--- config.mk ---
export PLATFORM = sky130hd
export DESIGN_NAME = decode_stage
export DESIGN_NICKNAME = d
export VERILOG_FILES = /design/src/rtl/decode_stage.sv
export SDC_FILE = /design/constraint.sdc
export NUM_CORES = 1
export LEC_CHECK = 0
export ABC_CLOCK_PERIOD_IN_PS = 2900
export BUFFER_PORTS_ARGS = -buffer_cell sky130_fd_sc_hd__buf_2
export CAP_MARGIN = 20
export CORE_UTILIZATION = 55
export DETAILED_ROUTE_END_ITERATION = 7
export PLACE_DENSITY = 0.81
export RECOVER_POWER = 50
export REMOVE_ABC_BUFFERS = 1
export SLEW_MARGIN = 20
export SYNTH_ARGS = -nofsm -noshare
export SYNTH_HDL_FRONTEND = slang
export SYNTH_SLANG_ARGS = --single-unit
--- constraint.sdc ---
create_clock -name clk -period 2.9 [get_ports clk]
set_input_delay 0.58 -clock clk [delete_from_list [all_inputs] [get_ports clk]]
set_output_delay 0.58 -clock clk [all_outputs]
set_load 0.005 [all_outputs]
--- src/rtl/decode_stage.sv ---
// Registered opcode decoder with a 2-entry skid buffer and halt/resume sequencing.
// Optional undefined-opcode trapping is enabled by defining DECODE_STAGE_ILLEGAL_TRAP_EN.
module decode_stage #(
  parameter int OPCODE_W = 5,
  parameter int ARG_W    = 27,
  parameter int NUM_OPS  = 20,
  parameter int HLT_OP   = 15
) (
  input  logic                      clk,
  input  logic                      rst,
  input  logic                      in_valid,
  output logic                      in_ready,
  input  logic [OPCODE_W+ARG_W-1:0] in_word,
  output logic                      out_valid,
  input  logic                      out_ready,
  output logic [OPCODE_W-1:0]       out_opcode,
  output logic [ARG_W-1:0]          out_arg,
  output logic [2**OPCODE_W-1:0]    out_onehot,
  output logic                      out_illegal,
  output logic                      halted,
  input  logic                      resume
);

  localparam int WORD_W = OPCODE_W + ARG_W;
  localparam logic [OPCODE_W-1:0] HLT_OP_W = OPCODE_W'(HLT_OP);

  typedef enum logic [1:0] {
    ST_RUN  = 2'd0,
    ST_HALT = 2'd1,
    ST_TRAP = 2'd2
  } state_t;

  state_t r_state;
  state_t w_state_next;

  logic                   r_out_valid;
  logic [OPCODE_W-1:0]    r_out_opcode;
  logic [ARG_W-1:0]       r_out_arg;
  logic [2**OPCODE_W-1:0] r_out_onehot;
  logic                   r_out_illegal;
  logic                   r_skid_valid;
  logic [WORD_W-1:0]      r_skid_word;

  logic                   w_accept;
  logic                   w_out_free;
  logic [WORD_W-1:0]      w_load_word;
  logic [OPCODE_W-1:0]    w_load_op;
  logic [OPCODE_W-1:0]    w_in_op;
  logic                   w_load_illegal;
  logic                   w_in_illegal;
  logic [2**OPCODE_W-1:0] w_load_onehot;

  assign in_ready   = !rst && !r_skid_valid && (r_state == ST_RUN);
  assign w_accept   = in_valid && in_ready;
  assign w_out_free = !r_out_valid || out_ready;

  // Skid entry always precedes a newly accepted word to keep FIFO order.
  assign w_load_word = r_skid_valid ? r_skid_word : in_word;
  assign w_load_op   = w_load_word[WORD_W-1:ARG_W];
  assign w_in_op     = in_word[WORD_W-1:ARG_W];

`ifdef DECODE_STAGE_ILLEGAL_TRAP_EN
  localparam logic [OPCODE_W:0] NUM_OPS_W = (OPCODE_W+1)'(NUM_OPS);
  assign w_load_illegal = ({1'b0, w_load_op} >= NUM_OPS_W);
  assign w_in_illegal   = ({1'b0, w_in_op} >= NUM_OPS_W);
`else
  assign w_load_illegal = 1'b0;
  assign w_in_illegal   = 1'b0;
`endif

  always_comb begin
    w_load_onehot = '0;
    if (!w_load_illegal) w_load_onehot[w_load_op] = 1'b1;
  end

  always_ff @(posedge clk) begin
    if (rst) begin
      r_out_valid   <= 1'b0;
      r_out_opcode  <= '0;
      r_out_arg     <= '0;
      r_out_onehot  <= '0;
      r_out_illegal <= 1'b0;
      r_skid_valid  <= 1'b0;
      r_skid_word   <= '0;
    end else if (w_out_free) begin
      if (r_skid_valid || w_accept) begin
        r_out_valid   <= 1'b1;
        r_out_opcode  <= w_load_op;
        r_out_arg     <= w_load_word[ARG_W-1:0];
        r_out_onehot  <= w_load_onehot;
        r_out_illegal <= w_load_illegal;
        r_skid_valid  <= 1'b0;
      end else begin
        r_out_valid <= 1'b0;
      end
    end else if (w_accept) begin
      r_skid_word  <= in_word;
      r_skid_valid <= 1'b1;
    end
  end

  always_ff @(posedge clk) begin
    if (rst) r_state <= ST_RUN;
    else     r_state <= w_state_next;
  end

  // Resume is only honoured outside RUN, so it cannot cancel a halt taken on the same edge.
  always_comb begin
    w_state_next = r_state;
    unique case (r_state)
      ST_RUN: begin
        if (w_accept && (w_in_op == HLT_OP_W)) w_state_next = ST_HALT;
        else if (w_accept && w_in_illegal)     w_state_next = ST_TRAP;
      end
      ST_HALT, ST_TRAP: begin
        if (resume) w_state_next = ST_RUN;
      end
      default: w_state_next = ST_RUN;
    endcase
  end

  assign out_valid   = r_out_valid;
  assign out_opcode  = r_out_opcode;
  assign out_arg     = r_out_arg;
  assign out_onehot  = r_out_onehot;
  assign out_illegal = r_out_illegal;
  assign halted      = (r_state != ST_RUN);

endmodule

==> metrics.txt <==
post-CTS setup buffer count=0; Hold Crit Start=in_word[1]; Seq/Total Area, Yosys=43.2%; fill cell count=686; grt ovf=0; Reg2Reg Setup Slack=500 ps; Initial Util=58.2%; Clock Sinks=99; Critical Path Start Type=register; max incr delay on CP=820 ps; cts bufs inserted=9; DP Area=5040 um^2; H-tree depth=3; status=complete, no violations; DRC viols=0; Final period util=85.3%; overall routed net length=11400 um; drt first pass iters=5; RSZ-0062 raised after global routing=no; Avg Cell Area, Syn=9.71 um^2; CTS Hold Bufs=0; CTS Buffer Depth=2; via/cell ratio=6.21; slowest library cell on the worst path=dfxtp_2; Syn. warnings=0; dpl ws=719 ps; reg2reg end=out_arg[18]; Max FO, Critical Path=33; Post-synth EDFFs=0; Rows=32; fin. max-slew vios=0; Slew Limit Headroom=23.6%; ys async rst share=0%; Routed wire per std cell=17.6 um; die span in y=93.4 um; final hold slack=459 ps; worst slew pin tran=1150 ps; final setup violation count=0; Synth cell types=43; CTS Root Cell=clkbuf_8; WS Path Type=reg -> out; share of cells above drive strength 1=27.4%; DRT iter0 DRCs=261; commonest non-fill, non-tap cells in the layout=dfxtp_1 (98), buf_2 (78), o21ai_1 (36), a21oi_1 (34); Worst-path clk slew=110 ps; Cell Chain, Critical Path=or3_4, inv_2, buf_2; Worst Path Required=2320 ps; synthesized cell area=4590 um^2; Fin. Hold Viols=0; Diodes inserted=0; most common cell after layout, fill and taps aside=dfxtp_1; Die ar.=8720 um^2; Mapped Cells=473; Worst-Skew Late Latency=370 ps; post-layout min period=2470 ps; Worst setup EP type=output pin; Area Overhead vs Synth=12.6%; CTS tree=yes; Placer Congestion=0.779; worst min path class=in -> reg; vias in the first global route=3860; first-pass GRT wire length=18500 um; post-CTS sizing=0; total global-route track usage=26.6%; clk_skew=13.8 ps; PnR worst setup slack=427 ps; IO Pins=105; Top FF cell, synth=dfxtp_1; NumNets Final=579; Leak=0.00175 uW; largest net degree at the start of global routing=40; Max-cap violations=0; Hold Path Sink=r_skid_word[1]; FF-to-FF Start=out_valid; PwrDens=511 nW/um^2; core area=7890 um^2; antenna-violating nets left=0; Yosys reg bits=99; Fmax=404 MHz; worst path arrival time=1890 ps; Worst Reg-to-Reg Cells=4; chip width=93.4 um; via count of the routed design=4029; PortBufs=103; WHS Path Cells=3; VDD IR-drop max=0.313 mV; Detail Placement HPWL=7220 um; initial antenna violation count=0; Final Instance Area=5170 um^2
==> kinds of logic (layout without fill, tap and decap cells) <==
logic type / Yosys count / in the layout / synth area share (%)
other: 1 / 1 / 0.0817
buffers and inverters: 85 / 159 / 8.99
AOI/OAI and AO/OA: 177 / 177 / 29.9
muxes: 32 / 32 / 6.98
and+or+nand+nor: 79 / 79 / 10.9
DFF: 99 / 99 / 43.2
==> flip-flops by register name, summed over array words and instances (netlist names) <==
name	flops
out_onehot	32
r_skid_word	32
out_valid	1
out_arg	27
out_opcode	5
r_state	1
r_skid_valid	1
==> metal layers <==
metal  global-route usage [%]  vias up  part of all wire (%)
met5                        0        -                     0
met4                     8.97        0                  0.75
met1                     35.3     1935                    46
met2                     43.4      158                    47
met3                     5.20       10                   7.0
li1                         -     1926                     -
==> Yosys cell counts (all sizes together), types with 6 or more instances <==
library cell  count  area (um^2)
inv              27          101
mux2i            32          320
nand3            32          160
o221ai            6         77.6
a211oi           32          400
a21oi            34          170
o21ai            38          190
dfxtp            99         1980
nand2             7         26.3
a31oi            32          200
o32ai            31          294
clkbuf           32          121
nor4bb            6         60.1
buf              26          190
==> where the power goes <==
group	switching [uW]	internal (uW)	leakage (uW)
combinational	218	134	0.000857
clock	507	347	0.0000909
sequential	30.6	1400	0.000805
==> how the worst max path moves through the flow <==
stage | endpoint | cells after the start | from
global route | out_arg[18] | 5 | out_ready
floorplan | out_onehot[24] | 3 | r_skid_valid
CTS | in_ready | 3 | r_skid_valid
finish | in_ready | 3 | r_skid_valid
global placement | in_ready | 4 | rst
detailed placement | r_skid_word[25] | 6 | rst
==> per-stage QoR <==
| step | power [uW] | TNS (ps) | utilization (%) | cells |
|---|---|---|---|---|
| 2_1_floorplan | 1650 | -43280 | - | 415 |
| 3_3_place_gp | 1810 | 0 | 63.9 | 633 |
| 3_5_place_dp | 1820 | 0 | 63.9 | 633 |
| 4_1_cts | 2650 | 0 | 66.2 | 649 |
| 5_1_grt | 2740 | 0 | 65.5 | 649 |
| 6_report | 2640 | 0 | 65.5 | 649 |
==> area by class of cell <==
class	instances	area (um^2)	share of cell area, %
multi-input cells	289	2180	42.2
flip-flops and latches	99	1980	38.4
repair buffers	116	592	11.5
clock buffers	11	141	2.74
well taps	102	128	2.47
inverters	27	101	1.96
clock inverters	5	42.5	0.823
==> worst max-delay path: cells and delay by family (launching register included) <==
kind | cells | cell delay (ps)
flip-flops | 1 | 820
AND/OR/NAND/NOR | 1 | 500
buffers and inverters | 2 | 190
No activity file was read; power rests on OpenSTA's default activity.
